==> src/rtl/axis_if.sv <==
// axis_if: two-entry AXI4-Stream register slice (skid buffer).
//
// A main register drives the m_* outputs and a skid register catches the one
// beat that can arrive in the cycle after downstream stalls. Both handshake
// outputs (s_tready, m_tvalid) and occupancy come straight from flip-flops,
// so there is no combinational path from m_tready to s_tready.
//
// Ports:
//   clk, rst        clock, synchronous active-high reset
//   s_tvalid/s_tready/s_tdata/s_tkeep/s_tlast/s_tuser   upstream beat
//   m_tvalid/m_tready/m_tdata/m_tkeep/m_tlast/m_tuser   downstream beat
//   occupancy       beats currently held (0, 1 or 2)
module axis_if #(
  parameter int TDATA_WIDTH = 32,
  parameter int TUSER_WIDTH = 1
) (
  input  logic                     clk,
  input  logic                     rst,
  input  logic                     s_tvalid,
  output logic                     s_tready,
  input  logic [TDATA_WIDTH-1:0]   s_tdata,
  input  logic [TDATA_WIDTH/8-1:0] s_tkeep,
  input  logic                     s_tlast,
  input  logic [TUSER_WIDTH-1:0]   s_tuser,
  output logic                     m_tvalid,
  input  logic                     m_tready,
  output logic [TDATA_WIDTH-1:0]   m_tdata,
  output logic [TDATA_WIDTH/8-1:0] m_tkeep,
  output logic                     m_tlast,
  output logic [TUSER_WIDTH-1:0]   m_tuser,
  output logic [1:0]               occupancy
);

  localparam int KEEP_WIDTH = TDATA_WIDTH / 8;
  localparam int BEAT_WIDTH = TDATA_WIDTH + KEEP_WIDTH + 1 + TUSER_WIDTH;

  typedef enum logic [1:0] {
    EMPTY = 2'd0,
    BUSY  = 2'd1,
    FULL  = 2'd2
  } state_t;

  state_t                  state_r;
  state_t                  next_state_s;
  logic [BEAT_WIDTH-1:0]   main_r;
  logic [BEAT_WIDTH-1:0]   skid_r;
  logic [BEAT_WIDTH-1:0]   in_beat_s;
  logic                    s_tready_r;
  logic                    m_tvalid_r;
  logic [1:0]              occupancy_r;
  logic                    up_xfer_s;
  logic                    dn_xfer_s;
  logic                    load_main_s;
  logic                    load_skid_s;
  logic                    main_from_skid_s;

  // Number of beats held in a given state.
  function automatic logic [1:0] occ_of(input state_t st);
    logic [1:0] occ;
    case (st)
      EMPTY:   occ = 2'd0;
      BUSY:    occ = 2'd1;
      FULL:    occ = 2'd2;
      default: occ = 2'd0;
    endcase
    return occ;
  endfunction

  // The whole beat moves as one word so its fields can never be split.
  assign in_beat_s = {s_tuser, s_tlast, s_tkeep, s_tdata};
  assign up_xfer_s = s_tvalid & s_tready_r;
  assign dn_xfer_s = m_tvalid_r & m_tready;

  // Next-state and register-load decode.
  always_comb begin
    next_state_s     = state_r;
    load_main_s      = 1'b0;
    load_skid_s      = 1'b0;
    main_from_skid_s = 1'b0;
    case (state_r)
      EMPTY: begin
        if (up_xfer_s) begin
          load_main_s  = 1'b1;
          next_state_s = BUSY;
        end else begin
          next_state_s = EMPTY;
        end
      end
      BUSY: begin
        if (up_xfer_s && dn_xfer_s) begin
          load_main_s  = 1'b1;
          next_state_s = BUSY;
        end else if (up_xfer_s) begin
          // Downstream stalled: park the new beat behind the one on m_*.
          load_skid_s  = 1'b1;
          next_state_s = FULL;
        end else if (dn_xfer_s) begin
          next_state_s = EMPTY;
        end else begin
          next_state_s = BUSY;
        end
      end
      FULL: begin
        // s_tready is low here, so no upstream beat can arrive.
        if (dn_xfer_s) begin
          main_from_skid_s = 1'b1;
          next_state_s     = BUSY;
        end else begin
          next_state_s = FULL;
        end
      end
      default: begin
        next_state_s = EMPTY;
      end
    endcase
  end

  // State, payload and registered handshake/occupancy outputs.
  always_ff @(posedge clk) begin
    if (rst) begin
      state_r     <= EMPTY;
      main_r      <= {BEAT_WIDTH{1'b0}};
      skid_r      <= {BEAT_WIDTH{1'b0}};
      s_tready_r  <= 1'b0;
      m_tvalid_r  <= 1'b0;
      occupancy_r <= 2'd0;
    end else begin
      state_r     <= next_state_s;
      s_tready_r  <= (next_state_s != FULL);
      m_tvalid_r  <= (next_state_s != EMPTY);
      occupancy_r <= occ_of(next_state_s);
      if (load_main_s) begin
        main_r <= in_beat_s;
      end else if (main_from_skid_s) begin
        main_r <= skid_r;
      end else begin
        main_r <= main_r;
      end
      if (load_skid_s) begin
        skid_r <= in_beat_s;
      end else begin
        skid_r <= skid_r;
      end
    end
  end

  assign s_tready  = s_tready_r;
  assign m_tvalid  = m_tvalid_r;
  assign occupancy = occupancy_r;
  assign m_tdata   = main_r[TDATA_WIDTH-1:0];
  assign m_tkeep   = main_r[TDATA_WIDTH +: KEEP_WIDTH];
  assign m_tlast   = main_r[TDATA_WIDTH + KEEP_WIDTH];
  assign m_tuser   = main_r[BEAT_WIDTH-1 -: TUSER_WIDTH];

endmodule

==> config.mk <==
export PLATFORM = sky130hd
export DESIGN_NAME = axis_if
export DESIGN_NICKNAME = d
export VERILOG_FILES = /design/src/rtl/axis_if.sv
export SDC_FILE = /design/constraint.sdc
export NUM_CORES = 1
export LEC_CHECK = 0
export BUFFER_PORTS_ARGS = -buffer_cell sky130_fd_sc_hd__buf_2
export CAP_MARGIN = 25
export CORE_ASPECT_RATIO = 1.2
export CORE_MARGIN = 2
export CORE_UTILIZATION = 48
export DETAILED_ROUTE_END_ITERATION = 7
export PLACE_DENSITY_LB_ADDON = 0.25
export SLEW_MARGIN = 20
export SYNTH_ARGS = -nofsm -noshare
export SYNTH_HDL_FRONTEND = slang
export SYNTH_SLANG_ARGS = --single-unit
==> constraint.sdc <==
create_clock -name clk -period 1.57 [get_ports clk]
set_input_delay 0.471 -clock clk [delete_from_list [all_inputs] [get_ports clk]]
set_output_delay 0.471 -clock clk [all_outputs]
set_load 0.005 [all_outputs]
==> metrics.cfg <==
[synthesis]
ys_seq_area_share_pct=46.8
synth_top_family_by_area=simple AND/OR/NAND/NOR gates
syn_area_per_cell_um2=8.48
synthMuxAreaShare_pct=0
synth_top_area_cell=dfxtp_1
synthAdderAreaFrac_pct=0.357
synthSimpleGateAreaFrac_pct=24.4
netlist_area_um2=3510
syn_nets=457
ys_ff_latch=82
synth_top_cell_area_share_pct=46.8
synth.distinct_cells=27
ys_warn_count=0
synth_xor_area_share_pct=0
synth_compound_area_share_pct=22.5
syn_inst=414
synth_area_leaders=dfxtp_1, nand2_1, a311oi_2, a21oi_1, nor3_1

[sta]
setup_viol=0
final_max_slew_viol_count=0
setup_tns_ps=0
final_hold_viol_count=0
fin_worst_skew_ps=12.6
worstMarginPinSlew_ps=358
min_period_ps=1480
fmax_mhz=675
maxSlewHeadroom_pct=76.2
rsz0062_at_grt=yes
hold_slack_ps=365
min_period_over_period_pct=94.3

[worst_setup_path]
cp-start-kind=flip-flop
crit_path_start=s_tready
path_buf_inv=1
required_ps=1830
worstSetupPathType=reg -> reg
worstRegToRegCells=6
cp_num_cells=6
critPathArrivalTime_ps=1750
cp_cell_sequence=and2_1 > ha_1 > and3b_1 > buf_6 > nand2_1 > a21oi_1
slowest_delay_ps=360
r2r-start=s_tready
worstPathMaxFanout=20
critPathTopFamily=simple AND/OR/NAND/NOR gates
cpMaxStageDelayCell=dfxtp_1
critPathCaptureType=flip-flop
reg2reg_slack_ps=90

[power_and_ir_drop]
power_density_nw_per_um2=1090
ir_drop_mv=0.519
leakage_nw=1.61

[floorplan]
die_w_um=82.1
num_io_pins=84
core-area_um2=7190
die-area_um2=8010
initial_core_util_pct=48.8
die_y_um=97.7
rows=34

[place]
dp_hpwl_um=5720
placed_cells=567
place.gp.congestion=0.792
io_buffers=83

[finish]
n_fill_cell=647
syn_to_final_growth_pct=22.3
nNetsFinal=531
n_antenna_cell=0
drive_above_1_share_pct=31.2
final_cells=583

[job]
max_cap_viol_count=0

[detailed_routing]
dr.pass1.iters=4
dr_total_vias=3182
routed_wl_um=8410
drt_iter0_markers=176
drcViolationCount=0
routedWlPerCell_um=14.4
vias_per_cell=5.46
ant_nets=0

[grt]
grtUsageTotal_pct=22.1
grt_max_degree=40
grt.overflow.total=0
grt_pass1_wl_um=13900
grt_pass1_vias=2999
antenna_found_initial=0

[min_path]
hp-start=s_tdata[12]
hold_depth=3
worst_hold_path_type=in -> reg

[clocking]
cts_buffer_depth=2
cts_sinks=82
ctsHoldBuffers=0
clkLatencyLatePin_ps=350
root_buffer=clkbuf_8
cts_made_buffers=9
cts.clk_slew.worst_paths_ps=90
htreeDepth=3
cts_tree=built

[status]
status=finished, final reports clean

-- through the flow --
| step | power (W) | utilization [%] | instance area (um2) | worst slack [ps] |
|---|---|---|---|---|
| finish | 0.00467 | 59.7 | 4290 | 89.0 |
| global route | 0.00486 | 59.7 | 4290 | -47.1 |
| detailed placement | 0.00284 | 56.0 | 4030 | -119 |
| CTS | 0.00471 | 59.5 | 4280 | 53.0 |
| floorplan | 0.00262 | - | 3510 | -8.41 |
| global placement | 0.00283 | 56.0 | 4030 | -74.4 |
-- final timing paths --
kind                              endpoint
worst min-delay path            skid_r[12]
worst min register to register   skid_r[5]
worst max register to register  skid_r[20]
worst max-delay path            skid_r[20]
-- logic make-up after synthesis --
logic type	Yosys count
AND/OR/NAND/NOR	205
AO/OA/AOI/OAI	86
flip-flops	82
buffers and inverters	40
adder cells (fa/ha/maj)	1
-- flip-flops by register name, indices dropped and copies added, names as in the netlist --
signal,count
m_tvalid,1
occupancy,2
main_r,38
s_tready,1
state_r,2
skid_r,38
-- metal layers --
metal,GRT usage [%],wire length [um]
met1,29.7,3840
met4,8.72,97
met2,35.3,4060
met3,2.97,413
met5,0,0
-- placed cells by master (no fill, tap or decap) --
cell type   Yosys  layout
nor2_1          2       2
nand3b_1        4       4
or2_2           0       1
clkinv_4        0       1
nor3_1         38      38
buf_12          0       4
buf_2          12      82
a21oi_1        42      42
dfxtp_2         0       2
buf_4           2      13
nand2_1       154     154
and4b_2         0       1
a21o_1          1       1
nand4b_1        1       1
a311oi_2       30      30
a211oi_1        1       1
clkinvlp_4      0       2
dfxtp_1        82      80
o21ai_0         1       1
a21boi_4        1       1
buf_6           5       3
and2_1          1       1
bufinv_16       0       3
and3b_1         1       1
ha_1            1       1
inv_1           1       1
clkbuf_8        0      10
or3_1           1       1
o21ba_2         1       1
a311oi_1        9       9
nand3_1         1       1
-- final cells by class --
class / instances / area [um2] / area share [%]
clock buffer: 10 / 138 / 3.21
clock inverter: 6 / 114 / 2.65
inverter: 1 / 3.75 / 0.0874
multi-input combinational: 292 / 1660 / 38.6
sequential: 82 / 1640 / 38.3
tap: 90 / 113 / 2.62
timing repair buffer: 102 / 622 / 14.5
-- worst register-to-register path, delay by kind of cell, from the launching register on --
kind	cells	cell delay, ps
and+or+nand+nor	3	460
DFF	1	360
buffers and inverters	1	210
AOI/OAI and AO/OA	1	150
adders and majority gates	1	220
-- report_power, final --
group | internal (W) | switching, W
clock | 0.00110 | 0.000765
combinational | 0.000255 | 0.000304
sequential | 0.00218 | 0.0000575
total | 0.00354 | 0.00113
-- cell usage after synthesis, drive strengths merged --
master  number
nor2         2
o21ba        1
and4b        1
nand3        1
inv          1
o21ai        1
ha           1
dfxtp       82
or3          1
a21boi       1
nand4b       1
buf         21
nor3        38
a21o         1
and3b        1
a21oi       42
a311oi      39
clkbuf      18
or2          1
and2         1
nand2      154
nand3b       4
a211oi       1
-- what timing repair did --
item	in CTS	in global routing
buffers inserted	0	0
endpoints found under the setup margin	0	51
gates resized for setup	0	5
endpoints found under the hold margin	0	0
No activity file was read; power rests on OpenSTA's default activity.
